==> src/rtl/tp_gerador.sv <==
// Note-word generator for the note-classifier receiver.
// Optional registered 7-segment display: define TP_GERADOR_DISPLAY_EN.
module tp_gerador #(
  parameter int unsigned HOLD_CICLOS = 2
) (
  input  logic       clk,
  input  logic       reset,
  input  logic       start,
  input  logic [1:0] tipo,
  input  logic       variante,
  output logic [2:0] nota,
  output logic       tom,
  output logic       ok,
  output logic       ocupado,
  output logic       fim
`ifdef TP_GERADOR_DISPLAY_EN
  ,
  output logic [6:0] display
`endif
);

  typedef enum logic [2:0] {OCIOSO, PREP, PULSO, ESPERA, FIM} estado_t;

  localparam logic [3:0] HOLD_FIM = 4'(HOLD_CICLOS - 1);

  estado_t    estado, estado_d;
  logic [1:0] idx, idx_d;
  logic [3:0] cnt, cnt_d;
  logic [1:0] tipo_q, tipo_d;
  logic       var_q, var_d;
  logic [2:0] nota_d;
  logic       tom_d;
  logic [1:0] ultimo;
  logic [1:0] idx_prox;

  // {nota, tom} for note i of the word selected by t/v
  function automatic logic [3:0] nota_de(input logic [1:0] t, input logic v,
                                         input logic [1:0] i);
    logic [3:0] r;
    r = '0;
    if (i == 2'd2) begin
      case (t)
        2'b00:   r = {3'd1, 1'b0};
        2'b11:   r = {3'd6, 1'b0};
        default: r = {(v ? 3'd7 : 3'd6), 1'b0};
      endcase
    end else if (i == 2'd3) begin
      case (t)
        2'b10:   r = v ? {3'd2, 1'b1} : {3'd1, 1'b1};
        2'b11:   r = {3'd7, 1'b0};
        default: r = '0;
      endcase
    end
    return r;
  endfunction

  assign ultimo   = (tipo_q == 2'b00) ? 2'd2 : 2'd3;
  assign idx_prox = 2'(idx + 2'd1);

  always_ff @(posedge clk) begin
    if (reset) begin
      estado <= OCIOSO;
      idx    <= '0;
      cnt    <= '0;
      tipo_q <= '0;
      var_q  <= 1'b0;
      nota   <= '0;
      tom    <= 1'b0;
    end else begin
      estado <= estado_d;
      idx    <= idx_d;
      cnt    <= cnt_d;
      tipo_q <= tipo_d;
      var_q  <= var_d;
      nota   <= nota_d;
      tom    <= tom_d;
    end
  end

  always_comb begin
    estado_d = estado;
    idx_d    = idx;
    cnt_d    = cnt;
    tipo_d   = tipo_q;
    var_d    = var_q;
    nota_d   = nota;
    tom_d    = tom;
    ok       = 1'b0;
    fim      = 1'b0;
    ocupado  = 1'b0;
    case (estado)
      OCIOSO: begin
        if (start) begin
          estado_d        = PREP;
          idx_d           = '0;
          cnt_d           = '0;
          tipo_d          = tipo;
          var_d           = variante;
          {nota_d, tom_d} = nota_de(tipo, variante, 2'd0);
        end
      end
      PREP: begin
        ocupado = 1'b1;
        if (cnt == HOLD_FIM) begin
          cnt_d    = '0;
          estado_d = PULSO;
        end else begin
          cnt_d = 4'(cnt + 4'd1);
        end
      end
      PULSO: begin
        ocupado  = 1'b1;
        ok       = 1'b1;
        cnt_d    = '0;
        estado_d = ESPERA;
      end
      ESPERA: begin
        ocupado = 1'b1;
        if (cnt == HOLD_FIM) begin
          cnt_d = '0;
          if (idx == ultimo) begin
            estado_d = FIM;
          end else begin
            idx_d           = idx_prox;
            {nota_d, tom_d} = nota_de(tipo_q, var_q, idx_prox);
            estado_d        = PREP;
          end
        end else begin
          cnt_d = 4'(cnt + 4'd1);
        end
      end
      FIM: begin
        fim      = 1'b1;
        estado_d = OCIOSO;
      end
      default: estado_d = OCIOSO;
    endcase
  end

`ifdef TP_GERADOR_DISPLAY_EN
  function automatic logic [6:0] seg(input logic [2:0] d);
    logic [6:0] s;
    case (d)
      3'd0:    s = 7'h3F;
      3'd1:    s = 7'h06;
      3'd2:    s = 7'h5B;
      3'd3:    s = 7'h4F;
      3'd4:    s = 7'h66;
      3'd5:    s = 7'h6D;
      3'd6:    s = 7'h7D;
      default: s = 7'h07;
    endcase
    return s;
  endfunction

  logic ocupado_d;
  assign ocupado_d = (estado_d == PREP) || (estado_d == PULSO) || (estado_d == ESPERA);

  // Driven from next-state values so the digit lines up with nota/ocupado
  always_ff @(posedge clk) begin
    if (reset) display <= seg(3'd0);
    else       display <= seg(ocupado_d ? nota_d : {1'b0, tipo_d});
  end
`endif

endmodule

==> config.mk <==
export PLATFORM = sky130hd
export DESIGN_NAME = tp_gerador
export DESIGN_NICKNAME = d
export VERILOG_FILES = /design/src/rtl/tp_gerador.sv
export SDC_FILE = /design/constraint.sdc
export NUM_CORES = 1
export LEC_CHECK = 0
export ABC_AREA = 1
export ABC_CLOCK_PERIOD_IN_PS = 2760
export CAP_MARGIN = 10
export CORE_ASPECT_RATIO = 0.8
export CORE_MARGIN = 2
export CORE_UTILIZATION = 30
export CTS_CLUSTER_SIZE = 12
export DETAILED_ROUTE_END_ITERATION = 12
export DONT_BUFFER_PORTS = 1
export PLACE_DENSITY = 0.47
export SYNTH_ARGS = -nofsm -noshare
export SYNTH_HDL_FRONTEND = slang
export SYNTH_SLANG_ARGS = --single-unit
export TNS_END_PERCENT = 10
==> constraint.sdc <==
create_clock -name clk -period 2.76 [get_ports clk]
set_input_delay 0.552 -clock clk [delete_from_list [all_inputs] [get_ports clk]]
set_output_delay 0.552 -clock clk [all_outputs]
set_load 0.02 [all_outputs]
==> results.json <==
{
  "dr_wl_met2_um": 805,
  "cts.sinks": 16,
  "ys_types": 23,
  "required_ns": 2.21,
  "clock_tree.buffer_depth": 2,
  "synth_edf_count": 0,
  "synthCells": 137,
  "grt_pass1_vias": 743,
  "final-seq-area_um2": 320,
  "finalPower_mw": 0.714,
  "maxCapViolations": 0,
  "maxSlewViolCount": 0,
  "drt-met1-wl_mm": 1.01,
  "num_vias": 809,
  "arrival_ns": 1.26,
  "syn_area_um2": 952,
  "syn-num-nets": 150,
  "outcome": "finished clean",
  "hp-class": "input port to register",
  "routed.top_layer": "met4",
  "insertion_delay_ns": 0.26,
  "met3_length_um": 105,
  "gp_congestion": 0.760,
  "ant_nets": 0,
  "layout.nets": 154,
  "fmaxAchievable_mhz": 551,
  "die_w_um": 67.0,
  "final.setup.worst_slack_ns": 0.944,
  "fin_crit_sh": 0.658,
  "slew-limit-headroom": 0.563,
  "reg2reg_depth": 11,
  "cp_max_fo": 5,
  "cp-end-kind": "output pin",
  "crit_path_start": "estado[0]",
  "ys_seq_area_frac": 0.336,
  "grt_use_total": 0.126,
  "wire_per_inst_um": 10.9,
  "num_rows": 18,
  "setup_viol_count_final": 0,
  "syn_to_final_growth_pct": 10.5,
  "cts.clk_slew.worst_paths_ns": 0.07,
  "ioPinCount": 13,
  "die_y_um": 54.4,
  "rr_startpoint": "tipo_q[0]",
  "io_buffers": 0,
  "finish.utilization": 0.344,
  "vdd_ir_drop_max_mv": 0.220,
  "postCtsSetupRepairBufs": 0,
  "design.core.area_um2": 3060,
  "via_per_inst": 4.49,
  "finalWirelength_mm": 1.96,
  "synth_flop_cell": "dfxtp_1",
  "power.density_nw_per_um2": 679,
  "hold_violations": 0,
  "synth-seq-cells": 16,
  "endpoint": "fim",
  "hpwl_mm": 1.56,
  "grt_max_degree": 12,
  "tightest_slew_ns": 0.651,
  "fin_tns_setup_ns": 0,
  "layout-drive-gt1-share": 0.107,
  "cts_resized": 0,
  "cts_hold_buf": 0,
  "rsz0062_at_grt": "false",
  "min_period_ns": 1.82,
  "fin_skew_ns": 0.00224,
  "r2r_slack_ns": 1.31,
  "die_area_um2": 3640,
  "post-route-drc-count": 0,
  "start_util": 0.311,
  "grt_overflow_total": 0,
  "multiInputGateArea_um2": 542,
  "cts-root-buf": "clkbuf_8",
  "drt_iter0_markers": 54,
  "place_area_um2": 997,
  "dp_slack_ns": 1.21,
  "critPathLaunchType": "register",
  "firstDrtPassIters": 4,
  "regToRegEndpoint": "nota[1]",
  "async_flop_share": 0,
  "cts_buffers": 3,
  "crit_type": "register to output pin",
  "power_leakage_nw": 0.484,
  "grt_pass1_wl_mm": 3.27,
  "cts_tree": "yes",
  "h-tree-depth": 1,
  "syn_area_per_cell_um2": 6.95,
  "fillCellCount": 364,
  "synth_warnings": 0,
  "final_area_um2": 1050,
  "antenna_found_initial": 0,
  "antenna_cells": 0
}
[where the power goes]
| part | leakage (nW) | switching (mW) | total (mW) | internal, mW |
|---|---|---|---|---|
| sequential | 0.131 | 0.0395 | 0.301 | 0.262 |
| clock | 0.0288 | 0.0889 | 0.216 | 0.127 |
| combinational | 0.324 | 0.129 | 0.197 | 0.0680 |
[how the worst min path moves through the flow]
stage                 from  slack, ns  cells past startpoint     end
global placement    cnt[1]       0.48                      2  cnt[1]
finish               reset       0.35                      1  cnt[2]
CTS                  reset       0.34                      1  cnt[2]
detailed placement  cnt[3]       0.49                      2  cnt[3]
floorplan            var_q       0.46                      2   var_q
global route         reset       0.34                      1  cnt[2]
[cell type report]
| class | count | share of cell area |
|---|---|---|
| Clock buffer | 4 | 0.0523 |
| Tap cell | 40 | 0.0476 |
| Inverter | 22 | 0.0809 |
| Multi-Input combinational cell | 98 | 0.515 |
| Sequential cell | 16 | 0.304 |
[metrics by stage]
stage	hold slack [ns]	instances
after CTS	0.344	180
after global placement	0.477	176
final	0.354	180
after floorplan	0.457	137
after detailed placement	0.491	176
after global routing	0.344	180
[Yosys cell counts, types with 2 or more instances]
master / n / share of area
a21oi_1: 10 / 0.053
dfxtp_1: 16 / 0.34
ha_1: 7 / 0.092
inv_1: 19 / 0.075
inv_2: 2 / 0.0079
nand2_1: 29 / 0.11
nand2_2: 4 / 0.026
nand3_1: 15 / 0.079
nor2_1: 17 / 0.067
o21ai_0: 4 / 0.021
or2_0: 2 / 0.013
[placed cells by master (no fill, tap or decap), types with 4 or more instances in the layout]
cell	synthesis	routed
nand2_1	29	29
nor2_1	17	17
dfxtp_1	16	16
a21oi_1	10	10
nand2_2	4	4
inv_1	19	19
o21ai_0	4	4
ha_1	7	7
clkbuf_8	0	4
nand3_1	15	15
[worst max-delay path, cell delays in order (launching register included)]
cell	delay, ns
dfxtp_1	0.36
nor2_1	0.24
inv_1	0.09
nor2_1	0.32
[cells by family (layout without fill, tap and decap cells)]
kind of cell | after synthesis | after routing | share of synthesized area
fa+ha+maj | 7 | 7 | 0.0920
flops | 16 | 16 | 0.336
compound gates | 16 | 16 | 0.0973
buf+inv | 23 | 26 | 0.0946
simple gates | 73 | 73 | 0.361
xor+xnor | 2 | 2 | 0.0184
[flip-flops by register name, summed over array words and instances (netlist names)]
name / cells
cnt: 4
tipo_q: 2
estado: 3
tom: 1
var_q: 1
nota: 3
idx: 2
[metal layers]
metal	vias up	global-route usage
met1	356	0.159
met5	-	0
li1	438	-
met2	10	0.188
met3	5	0.0453
met4	0	0.0714
Note: power is estimated with default switching activity, not from simulation.
